$ cat src/rtl/gpio_pkg.sv
// Shared definitions for the GPIO port: register map and parameter defaults.
package gpio_pkg;

  localparam int DEFAULT_WIDTH       = 6;
  localparam int DEFAULT_SYNC_STAGES = 2;

  localparam logic [1:0] ADDR_PIN   = 2'd0;
  localparam logic [1:0] ADDR_DDR   = 2'd1;
  localparam logic [1:0] ADDR_PORT  = 2'd2;
  localparam logic [1:0] ADDR_PCMSK = 2'd3;

endpackage

$ cat src/rtl/gpio_sync.sv
// Multi-stage flop chain that brings asynchronous pad levels into the clk domain.
module gpio_sync
  import gpio_pkg::*;
#(
  parameter int WIDTH  = DEFAULT_WIDTH,
  parameter int STAGES = DEFAULT_SYNC_STAGES
) (
  input  logic             clk,
  input  logic             rst_n,
  input  logic [WIDTH-1:0] d,
  output logic [WIDTH-1:0] q
);

  logic [WIDTH-1:0] stage [STAGES];

  always_ff @(posedge clk or negedge rst_n) begin
    if (!rst_n) begin
      for (int i = 0; i < STAGES; i++) stage[i] <= '0;
    end else begin
      stage[0] <= d;
      for (int i = 1; i < STAGES; i++) stage[i] <= stage[i-1];
    end
  end

  assign q = stage[STAGES-1];

endmodule

$ cat src/rtl/gpio_port.sv
// GPIO port: PIN/DDR/PORT/PCMSK registers, synchronised inputs and a sticky
// pin-change interrupt, with outputs and writes gated by supply presence.
module gpio_port
  import gpio_pkg::*;
#(
  parameter int WIDTH       = DEFAULT_WIDTH,
  parameter int SYNC_STAGES = DEFAULT_SYNC_STAGES
) (
  input  logic             clk,
  input  logic             rst_n,
  input  logic             vcc,
  input  logic             gnd,
  input  logic [WIDTH-1:0] pad_in,
  output logic [WIDTH-1:0] pad_out,
  output logic [WIDTH-1:0] pad_oe,
  input  logic [1:0]       addr,
  input  logic             wr_en,
  input  logic [WIDTH-1:0] wr_data,
  output logic [WIDTH-1:0] rd_data,
  input  logic             pcif_clr,
  output logic             pcint_irq
);

  logic             power_good;
  logic             pg_d;
  logic             rst_ok;
  logic             change;
  logic             pcif;
  logic [WIDTH-1:0] ddr;
  logic [WIDTH-1:0] port;
  logic [WIDTH-1:0] pcmsk;
  logic [WIDTH-1:0] sync_in;
  logic [WIDTH-1:0] pin_sync;
  logic [WIDTH-1:0] pin_prev;

  assign power_good = vcc & ~gnd;
  assign sync_in    = (power_good && rst_ok) ? pad_in : '0;

  gpio_sync #(.WIDTH(WIDTH), .STAGES(SYNC_STAGES)) u_sync (
    .clk   (clk),
    .rst_n (rst_n),
    .d     (sync_in),
    .q     (pin_sync)
  );

  // First edge after reset release only arms the block, so nothing else moves then.
  always_ff @(posedge clk or negedge rst_n) begin
    if (!rst_n) rst_ok <= 1'b0;
    else        rst_ok <= 1'b1;
  end

  always_ff @(posedge clk or negedge rst_n) begin
    if (!rst_n) begin
      ddr   <= '0;
      port  <= '0;
      pcmsk <= '0;
    end else if (rst_ok && power_good && wr_en) begin
      case (addr)
        ADDR_PIN:   port  <= port ^ wr_data;
        ADDR_DDR:   ddr   <= wr_data;
        ADDR_PORT:  port  <= wr_data;
        ADDR_PCMSK: pcmsk <= wr_data;
        default:    port  <= port;
      endcase
    end
  end

  always_ff @(posedge clk or negedge rst_n) begin
    if (!rst_n) begin
      pin_prev <= '0;
      pg_d     <= 1'b0;
    end else begin
      pin_prev <= pin_sync;
      pg_d     <= power_good;
    end
  end

  // pg_d low marks the reload cycle after power returns; no change is reported then.
  assign change = rst_ok && power_good && pg_d && (|((pin_sync ^ pin_prev) & pcmsk));

  always_ff @(posedge clk or negedge rst_n) begin
    if (!rst_n)                                   pcif <= 1'b0;
    else if (change)                              pcif <= 1'b1;
    else if (rst_ok && power_good && pcif_clr)    pcif <= 1'b0;
  end

  always_comb begin
    rd_data = '0;
    case (addr)
      ADDR_PIN:   rd_data = pin_sync;
      ADDR_DDR:   rd_data = ddr;
      ADDR_PORT:  rd_data = port;
      ADDR_PCMSK: rd_data = pcmsk;
      default:    rd_data = '0;
    endcase
  end

  assign pad_oe    = power_good ? ddr : '0;
  assign pad_out   = power_good ? (port & ddr) : '0;
  assign pcint_irq = pcif;

endmodule
$ cat config.mk
export PLATFORM = sky130hd
export DESIGN_NAME = gpio_port
export DESIGN_NICKNAME = d
export VERILOG_FILES = /design/src/rtl/gpio_pkg.sv /design/src/rtl/gpio_sync.sv /design/src/rtl/gpio_port.sv
export SDC_FILE = /design/constraint.sdc
export NUM_CORES = 1
export LEC_CHECK = 0
export CAP_MARGIN = 5
export CELL_PAD_IN_SITES_DETAIL_PLACEMENT = 0
export CELL_PAD_IN_SITES_GLOBAL_PLACEMENT = 1
export CORE_MARGIN = 2
export CORE_UTILIZATION = 43
export CTS_BUF_LIST = sky130_fd_sc_hd__clkbuf_16
export CTS_CLUSTER_DIAMETER = 100
export DETAILED_ROUTE_END_ITERATION = 8
export PLACE_DENSITY_LB_ADDON = 0.15
export SYNTH_ARGS = -nofsm -noshare
export SYNTH_HDL_FRONTEND = slang
export SYNTH_SLANG_ARGS = --single-unit
export TNS_END_PERCENT = 50
$ cat constraint.sdc
create_clock -name clk -period 2.85 [get_ports clk]
set_input_delay 0.4275 -clock clk [delete_from_list [all_inputs] [get_ports clk]]
set_output_delay 0.4275 -clock clk [all_outputs]
set_load 0.1 [all_outputs]
* Yosys cells after proc, flatten, opt, wreduce, memory -nomap -nowiden
Index checks and enable logic that the tools add are counted.
Operators by class: equality and inequality tests 3, muxes and demuxes 7, bitwise gates (word level) 6, reduce and logical (&&, ||, !) cells 12
Operator list (number):
- 6-bit case mux with 4 select lines | 1
- 6-bit 2-to-1 mux | 3
- 6-bit AND | 2
- 6-bit case mux with 2 select lines | 1
- 6-bit bitwise XOR | 2
- 2-bit AND reduction | 3
- 6-bit OR reduction | 1
- 1-bit logical AND | 5
- 2-bit equality test (second input constant) | 2
- 2-bit nonzero test | 2
- 2-bit by 1-bit equality test with 1-bit output (second input constant) | 1
- 2-bit zero test | 1
- 1-bit 2-to-1 mux | 2
- 1-bit AND | 1
- 1-bit inverter | 1
Storage, ports and cells: bits in registers 39, output and inout bits 19, word-level logic and storage cells 37

* Depth between registers and ports, before layout
Gate-level depths: netlist of the first run.
word-level depth 6, depth in mapped cells 4, depth with buffers taken out 3

* Cells and area by module
A second synthesis of the first run with hierarchy kept.
Second synthesis, totals: cell total of the unflattened synthesis 132, area total of the unflattened synthesis 1786.7 um^2
By module, submodules not included:
- gpio_port | instances 1, cells an instance 114, area each 1441.4 um^2
- gpio_sync | instances 1, cells an instance 18, area each 345.3 um^2

* Least setup slack after synthesis of the first run
OpenSTA, ideal clock, no wires.
kind input port to output port, start point input vcc, end point output pad_out[2], arrival time 1.561 ns, setup slack 0.861 ns, stages 3, buffers on the path 1, path through nor2b_1 buf_2 and3_1
Between the ends: word-level cells in the longest chain between the ends 2
RTL lines:
- from (decl) | RTL line gpio_port.sv:11 | input logic vcc,
- 1-bit AND | RTL line gpio_port.sv:36 | assign power_good = vcc & ~gnd;
- net power_good | RTL line gpio_port.sv:24 | logic power_good;
- 6-bit 2-to-1 mux | RTL line gpio_port.sv:99 | assign pad_out = power_good ? (port & ddr) : '0;
- to (decl) | RTL line gpio_port.sv:14 | output logic [WIDTH-1:0] pad_out,
The timed path passes the listed nets, and every way through them passes these cells.

* Final worst setup path of the first run
start point input addr[1], end point output rd_data[4]
Between the ends: word-level cells in the longest chain between the ends 2
RTL lines:
- from (decl) | RTL line gpio_port.sv:16 | input logic [1:0] addr,
- 2-bit equality test (tied with other cells) | RTL line gpio_port.sv:89 | case (addr)
- 6-bit case mux with 4 select lines (*) | RTL line gpio_port.sv:89
- to (decl) | RTL line gpio_port.sv:19 | output logic [WIDTH-1:0] rd_data,
Mark *: on every way between the ends. The rest lies on a longest branch, timed or not.

==> metrics.txt, run 1 <==
outcome complete, no violations; dpl cell area 2375 um2; Max-Slew Margin vs Limit 0.4387; max cap viols 0; Max FO, Critical Path 11; wire per inst 16.86 um; register area share after synthesis 0.5603; syn_area_per_cell 13.82 um2; Worst-Skew Late Latency 270 ps; Tcrit/Tclk final 0.8321; vias in the first global route 1266; post-CTS setup buffers 0; P&R area growth vs syn 44.47%; via count 1173; initial antenna violation count 0; post-cts resize count 0; # setup viols final 0; Initial Util 0.4418; Final Slew Violations 0; Hold Crit Class in -> async; critical path data arrival time 1940 ps; pin count of the biggest net entering global routing 40; drt total wl 3759 um; crit end category output pin; antenna cells 0; synthesized flop and latch total 39; H-tree levels 2; Peak Freq 421.7 MHz; PD cells 666.0 nW/um2; die area 4575 um2; share of cells above drive strength 1 0.3121; Pleak 1.167 nW; Worst Tran Pin Value 842.0 ps; Final Hold Vio Count 0; drt via density 5.260; RSZ-0062 raised after global routing false; Netlist cell types 26; remaining routing DRC violations 0; TritonCTS Sinks 39; GPL Wtd Cong 0.7901; setup TNS 0 ps; CTS tree built; cells after synthesis 126; Mapped Area 1742 um2; first-pass GRT wire length 6147 um; row count 23; WP data required 2420 ps; Root Buffer clkbuf_16; 1st-pass router iterations 4; design area 2516 um2; gr usage total 0.1893; WS Path Type in -> out; CTS Buf Count 5; die height 67.64 um; most common cell after layout, fill and taps aside dfrtp_1; core area 3943 um2; Worst setup SP type primary input; maximum vdd drop 0.0003850 V; Ports 39; commonest non-fill, non-tap cells in the layout 39 x dfrtp_1, 18 x clkdlybuf4s50_1, 18 x buf_12, 12 x and2_1, 12 x mux2_2; post-DP HPWL 2754 um; Synth warnings 0; # port buffers 38; Tmin final 2372 ps; Net Count, Synth 146; Starting DRT DRC Count 81; Post-CTS Hold Buffers 0; Max clock buf depth 2; GRT overflow 0; fin nets 192; ANT nets after route 0; Die W 67.64 um; clock transition at the registers of the reported paths 50 ps; Worst Skew 4.358 ps
[where the power goes]
| part | internal, W | switching (W) | total [W] |
|---|---|---|---|
| Combinational | 0.000204 | 0.000291 | 0.000495 |
| Clock | 0.000319 | 0.000200 | 0.000518 |
| Sequential | 0.000612 | 0.0000502 | 0.000662 |
[stage by stage]
step	utilization	cells	total power (W)	hold slack, ps	setup WS [ps]
floorplan	-	126	0.0009724	131.9	861.4
global placement	0.6023	215	0.001158	332.3	473.4
detailed placement	0.6023	215	0.001168	336.3	465.4
CTS	0.6382	223	0.001690	291.8	446.6
global route	0.6382	223	0.001750	316.5	433.9
finish	0.6382	223	0.001676	256.7	478.5
[sequential cells by signal, summed over array words and instances, names as in the netlist]
| name | flops |
|---|---|
| rst_ok | 1 |
| pcint_irq | 1 |
| u_sync.stage | 6 |
| ddr | 6 |
| pin_prev | 6 |
| u_sync.q | 6 |
| port | 6 |
| pg_d | 1 |
| pcmsk | 6 |
[logic make-up after synthesis]
kind of cell | share of synthesized area
buffers and inverters | 0.01581
DFF | 0.5603
AOI/OAI and AO/OA | 0.07543
and+or+nand+nor | 0.1379
other | 0.002153
xor gates and xnor gates | 0.03017
muxes | 0.1782
[final cells by class]
class | count | area, um2
clock buffer | 5 | 125.1
timing repair buffer | 44 | 598.1
multi-input combinational | 82 | 738.2
clock inverter | 3 | 16.27
tap | 50 | 62.56
fill | 284 | 1426
sequential | 39 | 975.9
[per-layer routing]
layer,share of wire,up-vias,GRT usage
li1,-,556,-
met1,0.41,582,0.2257
met2,0.53,30,0.3321
met3,0.049,5,0.04500
met4,0.013,0,0.06633
met5,0,-,0
[cells in the mapped netlist]
cell type / number / area (um2)
and3b_4: 1 / 12.51
nor3_4: 1 / 16.27
buf_2: 4 / 20.02
nand4_4: 1 / 21.27
a22oi_1: 3 / 22.52
nand3b_4: 1 / 20.02
nor2_1: 1 / 3.750
conb_1: 1 / 3.750
nand2b_1: 1 / 6.260
nor2b_1: 2 / 12.51
nand2_1: 7 / 26.28
o211ai_1: 2 / 15.01
mux4_2: 6 / 135.1
dfrtp_1: 39 / 975.9
mux2i_1: 4 / 40.04
xor2_1: 6 / 52.55
a31oi_1: 5 / 31.28
and3_1: 6 / 37.54
a21oi_1: 4 / 20.02
o31ai_1: 2 / 15.01
a222oi_1: 1 / 10.01
a22o_1: 2 / 17.52
mux2_2: 12 / 135.1
buf_4: 1 / 7.510
nand4b_1: 1 / 8.760
and2_1: 12 / 75.07
[path summary, 6_finish.rpt]
check / cells after the start / to / slack (ps) / startpoint
worst max-delay path: 3 / rd_data[4] / 480 / addr[1]
worst min-delay path: 1 / u_sync.q[2] / 260 / rst_n
worst max register to register: 3 / ddr[3] / 1400 / rst_ok
worst min register to register: 0 / u_sync.q[0] / 350 / u_sync.stage[6]
max in group asynchronous: 1 / pcmsk[1] / 2060 / rst_n
min in group clk: 0 / u_sync.q[0] / 350 / u_sync.stage[6]
[critical path, stage by stage]
cell	delay, ps
clkdlybuf4s50_1	870
mux4_2	450
buf_12	190
(Power assumes the default switching activity.)
==> run 2, diff against run 1 <==
--- a/config.mk
+++ b/config.mk
@@ -9,7 +9,7 @@
 export CELL_PAD_IN_SITES_DETAIL_PLACEMENT = 0
 export CELL_PAD_IN_SITES_GLOBAL_PLACEMENT = 1
 export CORE_MARGIN = 2
-export CORE_UTILIZATION = 43
+export CORE_UTILIZATION = 36
 export CTS_BUF_LIST = sky130_fd_sc_hd__clkbuf_16
 export CTS_CLUSTER_DIAMETER = 100
 export DETAILED_ROUTE_END_ITERATION = 8
==> constraint.sdc (replaced) <==
create_clock -name clk -period 2 [get_ports clk]
set_input_delay 0.3 -clock clk [delete_from_list [all_inputs] [get_ports clk]]
set_output_delay 0.3 -clock clk [all_outputs]
set_load 0.1 [all_outputs]
==> run 2 against run 1 <==
Critical endpoint is now rd_data[0]. Critical path depth rose by 1. Highest routed layer unchanged. Critical path type unchanged. Sequential share of layout area fell by 1.3 points. Power rose by 44%. Final cell count rose by 4.0%.
==> metrics.txt, run 2 (synthesized netlist as in run 1, its figures left out) <==
Ports 39 (unchanged); # port buffers 38 (unchanged); remaining routing DRC violations 0 (unchanged); Pleak 1.218 nW (+4.4%); Max FO, Critical Path 16 (+5); Peak Freq 545.6 MHz; most used cell, CP buf_12; RSZ-0062 raised after global routing false; Hold Crit Class in -> async; fin cells 232 (+4.0%); slowest CP cell clkdlybuf4s50_1; WS Path Type in -> out; via count 1204 (+2.6%); maximum vdd drop 0.0003978 V (+3.3%); Worst Skew 1.594 ps (-2.764 ps); fin nets 197 (+2.6%); placed cells 223 (+3.7%); row count 25 (+8.7%); P&R area growth vs syn 49.28%; sequential cell area 975.9 um2 (unchanged); clock transition at the registers of the reported paths 60 ps (about the same); RR Endpoint ddr[1]; most common cell after layout, fill and taps aside dfrtp_1; TritonCTS Sinks 39 (unchanged); post-DP HPWL 2759 um (+0.18%); cell depth of the worst setup path 4 (+1); first-pass GRT wire length 6417 um (+4.4%); drt via density 5.190 (-1.3%); R2R depth 4 (+1); initial antenna violation count 0 (unchanged); CP top delay family buffers and inverters; Die W 73.56 um (+8.7%); 1st-pass router iterations 4 (unchanged); worst setup path start addr[1]; pin count of the biggest net entering global routing 40 (unchanged); PD cells 931.2 nW/um2 (+40%); Final Slew Violations 0 (unchanged); outcome complete, no violations; max cap viols 0 (unchanged); CTS Buf Count 5 (unchanged); ANT nets after route 0 (unchanged); vias in the first global route 1222 (-3.5%); # setup viols final 0 (unchanged); crit path capture rd_data[0]; crit-path cells clkdlybuf4s50_1 > buf_12 > mux4_2 > buf_12; Worst Path Buf+Inv 3 (+1); critical path data arrival time 1530 ps (-410 ps); antenna cells 0 (unchanged); commonest non-fill, non-tap cells in the layout 39 x dfrtp_1, 20 x buf_12, 16 x clkdlybuf4s50_1, 12 x and2_1, 12 x mux2_2; R2R setup slack 650 ps (-750 ps); GPL Wtd Cong 0.7707 (-2.5%); Post-CTS Hold Buffers 0 (unchanged); Worst setup SP type primary input; Final Hold Vio Count 0 (unchanged); H-tree levels 2 (unchanged); GRT overflow 0 (unchanged); Starting DRT DRC Count 53 (-35%); # fillers 406 (+43%); CTS tree built; share of cells above drive strength 1 0.3483 (+0.03618); Tmin final 1833 ps; Worst-Skew Late Latency 280 ps (about the same); die height 73.56 um (+8.7%); Initial Util 0.3712 (-0.07056); gr usage total 0.1635 (-0.02578); core area 4692 um2 (+19%); reg-to-reg startpoint rst_ok; setup TNS 0 ps (unchanged); drt total wl 3870 um (+3.0%); area occupied by multi-input gates 745.7 um2 (+1.0%); Tcrit/Tclk final 0.9163; wire per inst 16.68 um (-1.0%); CP peak stage delay 510 ps (-360 ps); crit end category output pin; WP data required 1700 ps (-720 ps); Max clock buf depth 2 (unchanged); die area 5410 um2 (+18%); Root Buffer clkbuf_16
## run 2: cell count changes in the layout (fill, tap and decap cells not counted), sizes merged
| cell | previous run | this run |
|---|---|---|
| clkinvlp | 0 | 2 |
| inv | 1 | 0 |
| buf | 26 | 31 |
| clkinv | 2 | 1 |
| clkdlybuf4s50 | 18 | 16 |
| dlymetal6s2s | 0 | 2 |
## run 2: metrics by stage
stage	setup WS, ps	utilization	total power (W)	instance area [um2]	hold slack (ps)
6_report	167.3	0.5541	0.002421	2600	62.41
5_1_grt	105.2	0.5541	0.002527	2600	105.1
4_1_cts	1.774	0.5520	0.002445	2590	85.65
3_5_place_dp	-4.206	0.5189	0.001678	2435	334.7
3_3_place_gp	-11.24	0.5189	0.001667	2435	332.7
2_1_floorplan	266.4	-	0.001386	1742	4.409
## run 2: report_power, final
| group | total [W] | leakage (nW) | internal [W] | switching [W] |
|---|---|---|---|---|
| sequential | 0.000945 | 0.505 | 0.000872 | 0.0000728 |
| clock | 0.000758 | 0.0658 | 0.000458 | 0.000300 |
| combinational | 0.000718 | 0.647 | 0.000300 | 0.000418 |
| total | 0.00242 | 1.22 | 0.00163 | 0.000791 |
## run 2: area by class of cell
type                    instances  area share
clock buffers                   5     0.04812
clock inverters                 3    0.007700
multi-input cells              82      0.2868
flip-flops and latches         39      0.3754
well taps                      54     0.02599
repair buffers                 49      0.2560
## run 2: worst min path at each step
stage | startpoint | endpoint | slack [ps]
final | rst_n | pin_prev[3] | 60
after global routing | rst_n | pin_prev[2] | 110
after detailed placement | u_sync.stage[11] | u_sync.q[5] | 330
after CTS | rst_n | pin_prev[2] | 90
after floorplan | rst_n | ddr[0] | 4
after global placement | u_sync.stage[11] | u_sync.q[5] | 330
## run 2: per-layer routing
metal	track usage	up-vias	routed length [um]
met3	0.05075	6	233
met1	0.2308	599	1768
met2	0.2401	36	1814
li1	-	563	-
met4	0.05455	0	53
met5	0	-	0
## run 2: what timing repair did
action	4_1_cts	5_1_grt
buffers inserted	1	0
setup endpoints to repair	10	12
gates resized for setup	1	3
## run 2: worst register-to-register path, delay by kind of cell, from the launching register on
kind | cells | cell delay (ps)
buffers and inverters | 1 | 170
flip-flops | 1 | 410
multiplexers | 1 | 340
AND/OR/NAND/NOR | 2 | 320
